===== src/rtl/flash_boot_pkg.sv =====
// flash_boot_pkg: shared widths and FSM state encoding for the flash boot loader.
package flash_boot_pkg;
    localparam int WORD_W   = 32;
    localparam int FLASH_AW = 16;
    typedef enum logic [2:0] {REQ, WAIT_ACK, WAIT_DATA, WRITE, CHECK, DONE, ERROR} state_e;
endpackage


===== src/rtl/flash_boot_timer.sv =====
// flash_boot_timer: per-wait-state timeout counter; expired_o marks the last allowed cycle.
module flash_boot_timer #(
    parameter int TIMEOUT = 4096
) (
    input  logic clk,
    input  logic rst,
    input  logic clr_i,
    input  logic en_i,
    output logic expired_o
);
    localparam int CW = (TIMEOUT > 2) ? $clog2(TIMEOUT) : 1;
    logic [CW-1:0] cnt_q, cnt_d;
    assign cnt_d = clr_i ? '0 : en_i ? cnt_q + 1'b1 : cnt_q;
    always_ff @(posedge clk or posedge rst)
        if (rst) cnt_q <= '0;
        else     cnt_q <= cnt_d;
    assign expired_o = en_i && cnt_q == CW'(TIMEOUT - 1);
endmodule


===== src/rtl/flash_boot_loader.sv =====
// flash_boot_loader: copies WORD_COUNT flash words into program RAM, then releases the CPU.
// Define BOOT_CHECKSUM_EN to require the last word to equal the wrapping sum of the others.
module flash_boot_loader import flash_boot_pkg::*; #(
    parameter int                  WORD_COUNT = 1024,
    parameter logic [FLASH_AW-1:0] START_ADDR = 16'h0000,
    parameter int                  RAM_AW     = 10,
    parameter int                  TIMEOUT    = 4096
) (
    input  logic                clk,
    input  logic                rst,
    output logic [FLASH_AW-1:0] flash_adresse,
    output logic                flash_read_enable,
    input  logic [WORD_W-1:0]   flash_data,
    input  logic                flash_data_valid,
    input  logic                flash_busy,
    output logic [RAM_AW-1:0]   ram_addr,
    output logic [WORD_W-1:0]   ram_wdata,
    output logic                ram_we,
    output logic                cpu_rst,
    output logic                boot_done,
    output logic                boot_error,
    input  logic                reboot
);
    localparam int IW = RAM_AW + 1;
    state_e              state_q, state_d;
    logic [IW-1:0]       idx_q, idx_d;
    logic [FLASH_AW-1:0] addr_q, addr_d;
    logic [RAM_AW-1:0]   ram_addr_q, ram_addr_d;
    logic [WORD_W-1:0]   wdata_q, wdata_d;
    logic                fre_q, fre_d, we_q, we_d, cpu_rst_q, cpu_rst_d;
    logic                done_q, done_d, err_q, err_d, dv_q;
    logic                last, rb, dv_edge, expired, chk_ok;
    assign last    = idx_q == IW'(WORD_COUNT - 1);
    assign rb      = reboot && (state_q == DONE || state_q == ERROR);
    assign dv_edge = flash_data_valid && !dv_q;
    flash_boot_timer #(.TIMEOUT(TIMEOUT)) u_timer (
        .clk       (clk),
        .rst       (rst),
        .clr_i     (state_d != state_q),
        .en_i      (state_q == WAIT_ACK || state_q == WAIT_DATA),
        .expired_o (expired)
    );
`ifdef BOOT_CHECKSUM_EN
    logic [WORD_W-1:0] sum_q, sum_d;
    assign sum_d  = rb ? '0 : (state_q == WRITE && !last) ? sum_q + wdata_q : sum_q;
    assign chk_ok = sum_q == wdata_q;
    always_ff @(posedge clk or posedge rst)
        if (rst) sum_q <= '0;
        else     sum_q <= sum_d;
`else
    assign chk_ok = 1'b1;
`endif
    always_comb begin
        state_d    = state_q;
        idx_d      = idx_q;
        addr_d     = addr_q;
        ram_addr_d = ram_addr_q;
        wdata_d    = wdata_q;
        fre_d      = fre_q;
        we_d       = 1'b0;
        cpu_rst_d  = cpu_rst_q;
        done_d     = done_q;
        err_d      = err_q;
        case (state_q)
            REQ: if (!flash_busy) begin
                fre_d   = 1'b1;
                state_d = WAIT_ACK;
            end
            WAIT_ACK: if (flash_busy || expired) begin
                fre_d   = 1'b0;
                err_d   = !flash_busy;
                state_d = flash_busy ? WAIT_DATA : ERROR;
            end
            // data wins over a simultaneous expiry so a last-cycle word is not lost
            WAIT_DATA: if (dv_edge) begin
                wdata_d    = flash_data;
                ram_addr_d = idx_q[RAM_AW-1:0];
                we_d       = 1'b1;
                state_d    = WRITE;
            end else if (expired) begin
                err_d   = 1'b1;
                state_d = ERROR;
            end
            WRITE: begin
                idx_d   = last ? idx_q : idx_q + 1'b1;
                addr_d  = last ? addr_q : addr_q + 1'b1;
                state_d = last ? CHECK : REQ;
            end
            CHECK: begin
                cpu_rst_d = !chk_ok;
                done_d    = chk_ok;
                err_d     = !chk_ok;
                state_d   = chk_ok ? DONE : ERROR;
            end
            DONE, ERROR: if (rb) begin
                idx_d     = '0;
                addr_d    = START_ADDR;
                cpu_rst_d = 1'b1;
                done_d    = 1'b0;
                err_d     = 1'b0;
                state_d   = REQ;
            end
            default: state_d = ERROR;
        endcase
    end
    always_ff @(posedge clk or posedge rst)
        if (rst) begin
            state_q    <= REQ;
            idx_q      <= '0;
            addr_q     <= START_ADDR;
            ram_addr_q <= '0;
            wdata_q    <= '0;
            fre_q      <= 1'b0;
            we_q       <= 1'b0;
            cpu_rst_q  <= 1'b1;
            done_q     <= 1'b0;
            err_q      <= 1'b0;
            dv_q       <= 1'b0;
        end else begin
            state_q    <= state_d;
            idx_q      <= idx_d;
            addr_q     <= addr_d;
            ram_addr_q <= ram_addr_d;
            wdata_q    <= wdata_d;
            fre_q      <= fre_d;
            we_q       <= we_d;
            cpu_rst_q  <= cpu_rst_d;
            done_q     <= done_d;
            err_q      <= err_d;
            dv_q       <= flash_data_valid;
        end
    assign flash_adresse     = addr_q;
    assign flash_read_enable = fre_q;
    assign ram_addr          = ram_addr_q;
    assign ram_wdata         = wdata_q;
    assign ram_we            = we_q;
    assign cpu_rst           = cpu_rst_q;
    assign boot_done         = done_q;
    assign boot_error        = err_q;
endmodule


===== config.mk =====
export PLATFORM = sky130hd
export DESIGN_NAME = flash_boot_loader
export DESIGN_NICKNAME = d
export VERILOG_FILES = /design/src/rtl/flash_boot_pkg.sv /design/src/rtl/flash_boot_timer.sv /design/src/rtl/flash_boot_loader.sv
export SDC_FILE = /design/constraint.sdc
export NUM_CORES = 1
export LEC_CHECK = 0
export CAP_MARGIN = 25
export CELL_PAD_IN_SITES_DETAIL_PLACEMENT = 1
export CELL_PAD_IN_SITES_GLOBAL_PLACEMENT = 1
export CORE_ASPECT_RATIO = 0.75
export CORE_MARGIN = 10
export CORE_UTILIZATION = 39
export DETAILED_ROUTE_END_ITERATION = 8
export PLACE_DENSITY = 0.86
export SKIP_LAST_GASP = 1
export SYNTH_ARGS = -nofsm -noshare
export SYNTH_HDL_FRONTEND = slang
export SYNTH_HIERARCHICAL = 1
export SYNTH_SLANG_ARGS = --single-unit

===== constraint.sdc =====
create_clock -name clk -period 4.8 [get_ports clk]
set_input_delay 0.72 -clock clk [delete_from_list [all_inputs] [get_ports clk]]
set_output_delay 0.72 -clock clk [all_outputs]
set_load 0.02 [all_outputs]

=== Word level (Yosys, flattened, before mapping) ===
Index checks and enable logic that the tools add are counted.

* Bits in read-only memories: 0
* RAM bits: 0
* Register bits after elaboration: 90
* Latch bits: 0
* Memories: 0

* Add/sub/neg operators: 3
* Eq/ne operators: 15
* Multipliers: 0
* Multiplexer cells: 29
* Divide/modulo/power cells: 0
* Shift operators: 0
* Reduce and logical (&&, ||, !) cells: 20
* Bitwise operators: 0
* Order comparisons: 0

{| class="wikitable"
|+ Operator list
! kind !! count
|-
| two-way mux 16 bit || 2
|-
| case mux 16 bit (2 select lines) || 1
|-
| two-way mux 12 bit || 2
|-
| two-way mux 11 bit || 2
|-
| case mux 11 bit (2 select lines) || 1
|-
| two-way mux 3 bit || 7
|-
| case mux 3 bit (6 select lines) || 1
|-
| adder 16 x 1 -> 16 bit (second input constant) || 1
|-
| adder 12 x 1 -> 12 bit (second input constant) || 1
|-
| == test 12 bit (second input constant) || 1
|-
| adder 11 x 1 -> 11 bit (second input constant) || 1
|-
| == test 11 x 10 -> 1 bit (second input constant) || 1
|-
| != test 2 bit (second input constant) || 5
|-
| == test 3 bit (second input constant) || 3
|-
| two-way mux 1 bit || 9
|-
| nonzero test 2 bit || 4
|-
| == test 3 x 2 -> 1 bit (second input constant) || 2
|-
| case mux 1 bit (2 select lines) || 3
|-
| AND reduction 3 bit || 2
|-
| AND reduction 5 bit || 1
|-
| case mux 1 bit (4 select lines) || 1
|-
| AND reduction 2 bit || 2
|-
| nonzero test 4 bit || 1
|-
| == test 3 x 1 -> 1 bit (second input constant) || 1
|-
| 7 further kinds || 12
|}

=== Longest topological paths before layout ===
* Depth after elaboration: 8
* Gate-level depth with buffers: 16

=== Cells and area by module ===
The synthesis kept the hierarchy.

{| class="wikitable"
|+ Modules (own cells, without submodules)
! module !! cells an instance !! area each (µm²) !! times used
|-
| flash_boot_loader || 325 || 3729.8 || 1
|-
| flash_boot_timer || 68 || 644.4 || 1
|}

=== Worst setup path after synthesis ===
OpenSTA, ideal clock, no wires.

* Path kind: register -> register
* Start: register state_q[0]
* End: register u_timer.cnt_q[11]
* Required time: 4.675 ns
* Slack: 1.403 ns
* Stages on the path, launching flop included: 16
* Buffers on the path: 3
* Arrival: 3.272 ns
* Library setup time: 0.125 ns
* Cell sequence: dfrtp_1 -> clkbuf_1 -> nand2_1 -> a21oi_1 -> buf_2 -> nand2_1 -> or3_1 -> nor3_1 -> nor2_1 -> o21ba_2 -> nand4bb_1 -> o2111ai_1 -> buf_4 -> o211ai_2 -> nor4_1 -> mux2_2

* Longest elaborated chain between the ends: 8
* Elaborated cells between the ends (all ways): 22
* Those cells by class: eq/ne (7); mux (7); reduce/logical (8)

{| class="wikitable"
|+ Ends and longest elaborated chain
! element !! line !! text
|-
| from (decl) || flash_boot_loader.sv:25 || <nowiki>state_e state_q, state_d;</nowiki>
|-
| from (signal assigned) || flash_boot_loader.sv:120 || <nowiki>state_q <= state_d;</nowiki>
|-
| == test 3 x 1 -> 1 bit or == test 3 x 2 -> 1 bit (tied branches) || flash_boot_loader.sv:40 || <nowiki>.en_i (state_q == WAIT_ACK || state_q == WAIT_DATA),</nowiki>
|-
| logical OR 1 bit * || flash_boot_loader.sv:40 ||
|-
| logical AND 1 bit * || flash_boot_timer.sv:17 || <nowiki>assign expired_o = en_i && cnt_q == CW'(TIMEOUT - 1);</nowiki>
|-
| named net expired || flash_boot_loader.sv:32 || <nowiki>logic last, rb, dv_edge, expired, chk_ok;</nowiki>
|-
| two-way mux 3 bit or logical OR 1 bit (tied branches) || flash_boot_loader.sv:80, flash_boot_loader.sv:69 ||
|-
| two-way mux 3 bit (on tied branches) || flash_boot_loader.sv:75, flash_boot_loader.sv:69 ||
|-
| case mux 3 bit (6 select lines) * || flash_boot_loader.sv:64 || <nowiki>case (state_q)</nowiki>
|-
| != test 3 bit * || flash_boot_loader.sv:39 || <nowiki>.clr_i (state_d != state_q),</nowiki>
|-
| two-way mux 12 bit or nonzero test 2 bit (tied branches) || - ||
|-
| to (signal assigned) || flash_boot_timer.sv:16 || <nowiki>else cnt_q <= cnt_d;</nowiki>
|-
| to (decl) || flash_boot_timer.sv:12 || <nowiki>logic [CW-1:0] cnt_q, cnt_d;</nowiki>
|}

Mark *: on every way through the listed nets, which the timed path passes. The rest lies on a longest branch.
A chain may end at the register's enable or synchronous reset.

=== Final worst setup path ===
* Start: register state_q[1]
* End: register u_timer.cnt_q[11]

The elaborated chain is that of the path after synthesis.

==> results.yml <==
place:
  placed_cell_area_um2: 5460
  numPortBuffers: 99
  hpwl_um: 8860
  dp_slack_ns: 0.822
  gp_congestion: 0.867
worst_setup_path:
  start_kind: "flip-flop"
  crit_type: "flip-flop to flip-flop"
  crit_chain: "inv_1, nand2_1, a21oi_1, buf_4, nand2_1, or3_1, nor3_1, nor2_1, o21ba_2, nand4bb_1, o2111ai_1, o211ai_2, nor4_1, mux2_2"
  reg2reg_from: "state_q[1]$_DFF_PP0_"
  crit_start: "state_q[1]$_DFF_PP0_"
  crit_path_max_incr_delay_ns: 0.52
  worst_setup_path_end_kind: "flip-flop"
  worstPathArrival_ns: 4.31
  path_common_cell: "nand2_1"
  critPathSlowestCell: "dfrtp_1"
  crit_fanout: 11
  critPathRequiredTime_ns: 5.02
synthesis:
  netlist_area_um2: 4370
  async_flop_share: 1.00
  synthCells: 393
  ys_warn_count: 6
  syn_avg_cell_area_um2: 11.1
  synth_nets: 433
  yosysUniqueCellTypes: 52
  synth_edf_count: 0
  ys_dominant_reg_cell: "dfrtp_1"
  synth-seq-cells: 90
  seq_area_frac_synth: 0.515
timing:
  maxSlewHeadroom: 0.365
  fmax_mhz: 245
  drv_slew: 0
  post-route-period-util: 0.851
  finalSetupTns_ns: 0
  setup_violations: 0
  hold_violations: 0
  final.setup.worst_slack_ns: 0.714
  fin_crit_ns: 4.09
  grt_setup_unrepaired: "false"
  worst_pin_slew_ns: 0.952
  fin_worst_skew_ns: 0.00569
  holdWs_ns: 0.502
finish:
  mostFrequentLayoutCells: "99 x clkdlybuf4s50_1, 89 x dfrtp_1, 45 x mux2_2"
  final_core_util: 0.528
  area_growth_pct: 32.1
  antennaDiodeCount: 0
  fillCellCount: 1172
  register_area_um2: 2250
  fin_area_um2: 5780
  drive_gt1_frac: 0.161
  multi_input_area_um2: 1940
  layout.nets: 526
  mostFrequentLayoutCell: "clkdlybuf4s50_1"
route:
  wirelength_um: 12200
  vias: 3448
  firstDrtPassIters: 4
  route.detailed.drc: 0
  wl_per_cell_um: 19.4
  drtIter0Drc: 201
  antenna_left: 0
  via_per_inst: 5.46
power_and_ir_drop:
  ir_drop_uv: 252
  powerDensity_nw_per_um2: 568
  p_leak_nw: 2.47
floorplanning:
  die_h_um: 112
  die_width_um: 142
  start_util: 0.400
  io_pins: 100
  dieArea_um2: 15900
  core_um2: 10900
  rows: 33
clock_tree:
  cts_hold_buf: 0
  cts.reportedPaths.clkPinSlew_ns: 0.06
  cts-htree-levels: 3
  clockRootBuffer: "clkbuf_16"
  cts_tree: "yes"
  cts_setup_buffers: 0
  insertion_delay_ns: 0.34
  ctsResizeCount: 0
  cts-buffers-inserted: 9
  clock-sinks: 90
  clockBufferDepth: 2
min_path:
  holdCritPathClass: "flip-flop to flip-flop"
  min_from: "ram_wdata[7]$_DFFE_PP0P_"
global_routing:
  overflow: 0
  grt_start_max_net_pins: 51
  grt_usage: 0.158
  grt_pass1_vias: 3929
  grt_pass1_wl_um: 20700
  antenna_found_initial: 0
run:
  cap_violations: 0
run_status:
  outcome: "finished, final reports clean"
## synth_stat cells (8+ instances only)
cell      count  area share
nor3_1        9       0.010
nand4_1      13       0.019
or4_1        10       0.017
nor2_1       14       0.012
nand3_1      13       0.015
mux2_2       45        0.12
o21ai_0      14       0.016
a21oi_1      10       0.011
nand2_1      36       0.031
inv_1        12       0.010
mux2i_1      13       0.030
buf_2         8      0.0092
nand2b_1     16       0.023
o31ai_1       9       0.015
dfrtp_1      89        0.51
## critical path: cells and delay by family, from the launching register on
family | cells | cell delay [ns]
and+or+nand+nor | 7 | 1.62
AOI/OAI and AO/OA | 4 | 1.06
DFF | 1 | 0.52
buffers and inverters | 2 | 0.39
muxes | 1 | 0.38
## sequential cells by signal (all words and copies together), names as in the netlist
register / flops
state_q: 3
cpu_rst: 1
flash_read_enable: 1
ram_wdata: 32
ram_we: 1
u_timer/cnt_q: 12
flash_adresse: 16
ram_addr: 10
boot_done: 1
idx_q: 11
boot_error: 1
dv_q: 1
## routing by layer
layer  global-route usage  part of all wire  vias up
met3               0.0667             0.083       11
met1                0.185              0.42     1729
met2                0.258              0.48       94
met4               0.0458             0.012        0
li1                     -                 -     1614
met5                    0                 0        -
## cell families after synthesis
kind of cell / after synthesis / synth area share
fa+ha+maj: 3 / 0.00858
flops: 90 / 0.515
mux: 58 / 0.146
simple gates: 144 / 0.189
xor+xnor: 5 / 0.0100
compound gates: 58 / 0.0912
buf+inv: 35 / 0.0409
## final timing paths
| kind | slack, ns | endpoint | cells past startpoint |
|---|---|---|---|
| worst max register to register | 0.71 | u_timer/cnt_q[11]$_DFFE_PP0P_ | 14 |
| max in group asynchronous | 3.02 | ram_wdata[7]$_DFFE_PP0P_ | 3 |
| worst max-delay path | 0.71 | u_timer/cnt_q[11]$_DFFE_PP0P_ | 14 |
| worst min-delay path | 0.50 | ram_wdata[7]$_DFFE_PP0P_ | 1 |
| min in group asynchronous | 0.76 | u_timer/cnt_q[1]$_DFFE_PP0P_ | 2 |
| worst min register to register | 0.50 | ram_wdata[7]$_DFFE_PP0P_ | 1 |
## stage by stage
step | power [W] | cells
after floorplan | 0.00196 | 393
after global placement | 0.00251 | 613
after detailed placement | 0.00259 | 614
after CTS | 0.00332 | 630
after global routing | 0.00350 | 631
final | 0.00328 | 631
## where the power goes
part | leakage, nW | total, W | internal [W] | switching, W
sequential | 1.19 | 0.00120 | 0.000989 | 0.000207
combinational | 1.13 | 0.00137 | 0.000647 | 0.000723
clock | 0.149 | 0.000719 | 0.000419 | 0.000300
total | 2.47 | 0.00328 | 0.00205 | 0.00123
## cell type report
| type | instances | area share |
|---|---|---|
| Inverter | 12 | 0.00801 |
| Tap cell | 140 | 0.0303 |
| Multi-Input combinational cell | 268 | 0.336 |
| Clock inverter | 6 | 0.0113 |
| Clock buffer | 10 | 0.0414 |
| Timing Repair Buffer | 105 | 0.183 |
| Sequential cell | 90 | 0.390 |
(Power assumes the default switching activity.)
==> variant 1, RTL diff (config.mk and constraints unchanged) <==
Change the package constant `WORD_W` from 32 to 28.
--- a/src/rtl/flash_boot_pkg.sv
+++ b/src/rtl/flash_boot_pkg.sv
@@ -1,6 +1,6 @@
 // flash_boot_pkg: shared widths and FSM state encoding for the flash boot loader.
 package flash_boot_pkg;
-    localparam int WORD_W   = 32;
+    localparam int WORD_W   = 28;
     localparam int FLASH_AW = 16;
     typedef enum logic [2:0] {REQ, WAIT_ACK, WAIT_DATA, WRITE, CHECK, DONE, ERROR} state_e;
 endpackage
Ports: changed (resized flash_data and ram_wdata); port bits go from 100 to 92. The function was not compared with the original's and may differ.
==> variant 1 against the unedited design <==
Sequential cell count decreased by 4; synthesized area is 6.4% lower; cell area is 6.0% lower; routed wire length shrank 11%; worst setup slack got worse by 0.41 ns; count of clock-buffer cells in the layout is 2 higher; total power grew 5.3%; critical path type unchanged; largest cell class unchanged.
==> variant 1: results (changes against the unedited design) <==
run_status:
  outcome: "finished clean"  # unchanged
critical_path:
  crit_fanout: 15  # was 11
  cpPeakStageDelay_ns: 0.66  # was 0.52 ns
  r2r-end: "u_timer/cnt_q[9]$_DFFE_PP0P_"  # was u_timer/cnt_q[11]$_DFFE_PP0P_
  reg2regPathDepth: 12  # was 14
  r2r_slack_ns: 0.30  # was 0.71 ns
  arrival_ns: 4.72  # was 4.31 ns
hold_path:
  worstHoldEndpoint: "boot_done$_DFFE_PP0P_"  # was ram_wdata[7]$_DFFE_PP0P_
  min_from: "boot_done$_DFFE_PP0P_"  # was ram_wdata[7]$_DFFE_PP0P_
placed_design:
  pre_cts_ws_ns: 0.3250  # was 0.8218 ns
  place_area_sq_um: 5115  # was 5455 sq um
  gp_congestion: 0.8812  # was 0.8670
  post-place-cells: 575  # was 614
  port_buffers: 91  # was 99
  dp_hpwl_um: 7926  # was 8862 um
timing:
  fin_skew_ns: 0.004896  # was 0.005686 ns
  maxSlewHeadroom_pct: 37.10  # was 36.48%
  setup_ws_ns: 0.3040  # was 0.7144 ns
  hold_ws_ns: 0.4953  # was 0.5019 ns
layout:
  largest_reg_flops: 28  # was 32
  drive_above_1_share_pct: 18.46  # was 16.09%
  nNetsFinal: 486  # was 526
  antenna_cells: 0  # unchanged
detailed_routing:
  wl_per_cell_um: 18.43  # was 19.38 um
  dr_wl_met3_um: 1062  # was 1010 um
  drt_iter0_drc: 203  # was 201
  routed_via_density: 5.266  # was 5.464
  wl_met2_um: 5199  # was 5908 um
  drt-met1-wl_um: 4492  # was 5167 um
  wirelength_um: 10890  # was 12230 um
synthesis:
  ys_top_cells_by_area: "dfrtp_1 52%, mux2_2 10%, xnor2_1 4.5%"  # was dfrtp_1 51%, mux2_2 12%, nand2_1 3.1%
  syn-num-nets: 399  # was 433
  synth-seq-area-share_pct: 52.58  # was 51.52%
  synthArstFlopShare_pct: 100.0  # unchanged
  ys_top_cells_by_count: "85 x dfrtp_1, 39 x nor2_1, 37 x mux2_2"  # was 89 x dfrtp_1, 45 x mux2_2, 36 x nand2_1
  synth_cell_type_count: 51  # was 52
  synth_cells: 363  # was 393
global_route:
  grt_usage_pct: 14.52  # was 15.77%
  grt_pass1_wl_um: 17730  # was 20720 um
  use_met2_pct: 23.51  # was 25.79%
  grt_pass1_vias: 3372  # was 3929
  grt.met3_usage_pct: 7.602  # was 6.667%
  grt_use_met1_pct: 16.16  # was 18.48%
  grt_max_degree: 52  # was 51
power:
  p_leak_nw: 2.142  # was 2.473 nW
  vdd_drop_max_uv: 293.6  # was 251.9 uV
## variant 1: worst max path at each step
stage | startpoint | end | slack (ns) | cells past startpoint
2_1_floorplan | state_q[0]$_DFF_PP0_ | u_timer/cnt_q[11]$_DFFE_PP0P_ | 1.30 | 15
3_3_place_gp | state_q[0]$_DFF_PP0_ | u_timer/cnt_q[11]$_DFFE_PP0P_ | 0.68 | 12
3_5_place_dp | state_q[1]$_DFF_PP0_ | u_timer/cnt_q[9]$_DFFE_PP0P_ | 0.33 | 12
4_1_cts | state_q[1]$_DFF_PP0_ | u_timer/cnt_q[9]$_DFFE_PP0P_ | 0.31 | 12
5_1_grt | state_q[1]$_DFF_PP0_ | u_timer/cnt_q[11]$_DFFE_PP0P_ | 0.02 | 12
6_report | state_q[1]$_DFF_PP0_ | u_timer/cnt_q[9]$_DFFE_PP0P_ | 0.30 | 12
## variant 1: cell type report
type | count | area [sq um]
Clock buffer | 12 | 266.5
Multi-Input combinational cell | 248 | 1809
Timing Repair Buffer | 96 | 948.4
Tap cell | 136 | 170.2
Inverter | 9 | 33.78
Sequential cell | 86 | 2155
Fill cell | 1118 | 4815
Clock inverter | 4 | 52.55
## variant 1: logic make-up after synthesis
kind of cell	Yosys count	share of synthesized area, %
flops	86	52.58
xor+xnor	25	5.530
buf+inv	29	3.483
simple gates	143	20.01
mux	44	12.07
fa+ha+maj	3	0.9167
compound gates	33	5.408
## variant 1: power breakdown
part           switching [mW]  internal [mW]  total, mW
combinational           0.756          0.704       1.46
sequential              0.258           1.00       1.26
clock                   0.290          0.448      0.738
total                    1.30           2.15       3.46
## variant 1: timing repair
item | in CTS | in global routing
buffers inserted | 0 | 0
resized for setup | 0 | 1
endpoints found under the setup margin | 0 | 1
==> variant 2, RTL diff (same flow settings) <==
Made on the original files. `ram_addr_q` and `wdata_q` no longer have a reset.
--- a/src/rtl/flash_boot_loader.sv
+++ b/src/rtl/flash_boot_loader.sv
@@ -108,8 +108,6 @@
             state_q    <= REQ;
             idx_q      <= '0;
             addr_q     <= START_ADDR;
-            ram_addr_q <= '0;
-            wdata_q    <= '0;
             fre_q      <= 1'b0;
             we_q       <= 1'b0;
             cpu_rst_q  <= 1'b1;
@@ -120,8 +118,6 @@
             state_q    <= state_d;
             idx_q      <= idx_d;
             addr_q     <= addr_d;
-            ram_addr_q <= ram_addr_d;
-            wdata_q    <= wdata_d;
             fre_q      <= fre_d;
             we_q       <= we_d;
             cpu_rst_q  <= cpu_rst_d;
@@ -129,6 +125,11 @@
             err_q      <= err_d;
             dv_q       <= flash_data_valid;
         end
+
+    always_ff @(posedge clk) begin
+        ram_addr_q <= ram_addr_d;
+        wdata_q    <= wdata_d;
+    end
     assign flash_adresse     = addr_q;
     assign flash_read_enable = fre_q;
     assign ram_addr          = ram_addr_q;
Behaviour: differs if rst is asserted again (counterexample within 4 cycles, from zero or initial values and one cycle with rst high); with rst held inactive, the same outputs for 10 cycles.
==> variant 2 against the unedited design <==
Sequential power down 5%; synthesized area down 8.0%; die area down 6.7%; routed wire length down 7.3%; non-clock buffer count down 1; worst setup slack worse by 0.23 ns; cell area down 6.2%; sequential cell count unchanged; count of clock-buffer cells in the layout unchanged; total power down 20%; core utilization up 0.48 points; synthesized cell count down 12%; critical endpoint is now u_timer/cnt_q[8]$_DFFE_PP0P_; highest routed layer unchanged.
==> variant 2: results (changes against the unedited design) <==
run_status:
  outcome: "finished clean"  # unchanged
detailed_routing:
  routed_via_density: 5.548  # was 5.464
  top_layer_used: "met4"  # unchanged
  dr_wl_met3_um: 805  # was 1010 um
  ant_nets: 0  # unchanged
  drt-met1-wl_um: 5224  # was 5167 um
  drt_iter0_drc: 150  # was 201
  drt-pass1-iter-count: 5  # was 4
  wl_met2_um: 5159  # was 5908 um
  wl_per_cell_um: 19.49  # was 19.38 um
global_route:
  grt_use_met1_pct: 19.67  # was 18.48%
  use_met2_pct: 23.90  # was 25.79%
  grt_pass1_vias: 3200  # was 3929
  grt.met3_usage_pct: 4.078  # was 6.667%
  grt_pass1_wl_um: 17750  # was 20720 um
  grt_max_degree: 43  # was 51
  antenna_found_initial: 0  # unchanged
  grt_usage_pct: 15.06  # was 15.77%
synthesis:
  yosysWarnings: 6  # unchanged
  synth-seq-area-share_pct: 61.21  # was 51.52%
  synthArstFlopShare_pct: 53.33  # was 100.0%
  syn-num-nets: 387  # was 433
  ys_top_cells_by_count: "47 x dfrtp_1, 42 x edfxtp_1, 30 x nand2_1"  # was 89 x dfrtp_1, 45 x mux2_2, 36 x nand2_1
  synth_cell_type_count: 50  # was 52
  ys_top_cells_by_area: "edfxtp_1 31%, dfrtp_1 29%, o31ai_1 3.4%"  # was dfrtp_1 51%, mux2_2 12%, nand2_1 3.1%
  syn_area_per_cell_sq_um: 11.60  # was 11.13 sq um
  synth-edff-count: 42  # was 0
critical_path:
  critPathSlowestCell: "dfrtp_1"  # unchanged
  cp_top_family: "simple AND/OR/NAND/NOR gates"  # unchanged
  cpPeakStageDelay_ns: 0.70  # was 0.52 ns
  arrival_ns: 4.54  # was 4.31 ns
  reg2regPathDepth: 12  # was 14
  crit_fanout: 17  # was 11
layout:
  final.fill_count: 1063  # was 1172
  nNetsFinal: 481  # was 526
  stdcell_count: 582  # was 631
  drive_above_1_share_pct: 6.951  # was 16.09%
  largest_reg_flops: 32  # unchanged
  antenna_cells: 0  # unchanged
clocking:
  clock-root-buffer: "clkbuf_16"  # unchanged
  cts_buffers: 9  # unchanged
  clk_latency_ns: 0.34  # about the same
  cts_setup_buffers: 0  # unchanged
  htreeDepth: 3  # unchanged
  clkTransAtPathRegs_ns: 0.07
  ctsResizeCount: 0  # unchanged
  clockBufferDepth: 2  # unchanged
power:
  p_leak_nw: 1.936  # was 2.473 nW
  vdd_drop_max_uv: 237.2  # was 251.9 uV
  switchingPower_mw: 0.9609  # was 1.230 mW
hold_path:
  hold_class: "reg -> reg"  # unchanged
  whs_path_depth: 2  # was 1
placed_design:
  gp_congestion: 0.9041  # was 0.8670
  dp_hpwl_um: 8105  # was 8862 um
  port_buffers: 99  # unchanged
  post-place-cells: 566  # was 614
timing:
  fin_skew_ns: 0.007565  # was 0.005686 ns
  maxSlewHeadroom_pct: 57.09  # was 36.48%
==> variant 2: cell types whose count changed in the layout (fill, tap and decap cells not counted), moves of 5 or more <==
| cell | change |
|---|---|
| o21ai_1 | +9 |
| or4_1 | +8 |
| nand2b_1 | -10 |
| a21oi_1 | +15 |
| nand2_1 | -5 |
| a21boi_1 | -6 |
| o31ai_1 | +9 |
| o21ai_0 | -7 |
| mux2i_1 | -7 |
| mux2_2 | -41 |
| nor4_2 | -5 |
| dfrtp_1 | -42 |
| edfxtp_1 | +42 |
==> variant 2: stage by stage <==
stage	area, sq um	hold slack [ns]	worst slack, ns	util [%]
floorplan	4025	0.4196	1.497	-
global placement	5115	0.4863	0.9384	50.30
detailed placement	5142	0.4878	0.5898	50.57
CTS	5420	0.4951	0.4942	53.30
global route	5420	0.5220	0.07261	53.30
finish	5420	0.4943	0.4860	53.30
==> variant 2: area by class of cell <==
cell class / instances / area [sq um] / share of cell area [%]
clock buffers: 10 / 229.0 / 4.224
clock inverters: 6 / 48.80 / 0.9003
inverters: 10 / 37.54 / 0.6925
multi-input cells: 226 / 1423 / 26.25
flip-flops and latches: 90 / 2464 / 45.45
well taps: 136 / 170.2 / 3.139
repair buffers: 104 / 1049 / 19.34
==> variant 2: power groups by stage <==
stage	Sequential (mW)	Combinational, mW	Clock (mW)
2_1_floorplan	1.17	0.462	0
3_3_place_gp	1.14	0.773	0
3_5_place_dp	1.15	0.808	0
4_1_cts	1.14	0.824	0.677
5_1_grt	1.17	0.900	0.711
6_report	1.14	0.820	0.662
==> variant 2: path summary, 6_finish.rpt <==
| check | startpoint | to | slack (ns) |
|---|---|---|---|
| max reg2reg | state_q[1]$_DFF_PP0_ | u_timer/cnt_q[8]$_DFFE_PP0P_ | 0.49 |
| min | idx_q[10]$_DFFE_PP0P_ | idx_q[10]$_DFFE_PP0P_ | 0.49 |
| min reg2reg | idx_q[10]$_DFFE_PP0P_ | idx_q[10]$_DFFE_PP0P_ | 0.49 |
| max in group asynchronous | rst | cpu_rst$_DFFE_PP1P_ | 3.60 |
| min in group asynchronous | rst | u_timer/cnt_q[8]$_DFFE_PP0P_ | 0.74 |
| max | state_q[1]$_DFF_PP0_ | u_timer/cnt_q[8]$_DFFE_PP0P_ | 0.49 |
==> variant 2: logic make-up (layout without fill, tap and decap cells) <==
family / Yosys count / count (layout) / synth area share, %
and+or+nand+nor: 132 / 132 / 18.37
buffers and inverters: 31 / 130 / 3.637
AOI/OAI and AO/OA: 75 / 75 / 11.75
muxes: 10 / 10 / 2.611
adders and majority gates: 3 / 3 / 0.9326
xor gates and xnor gates: 6 / 6 / 1.492
DFF: 90 / 90 / 61.21
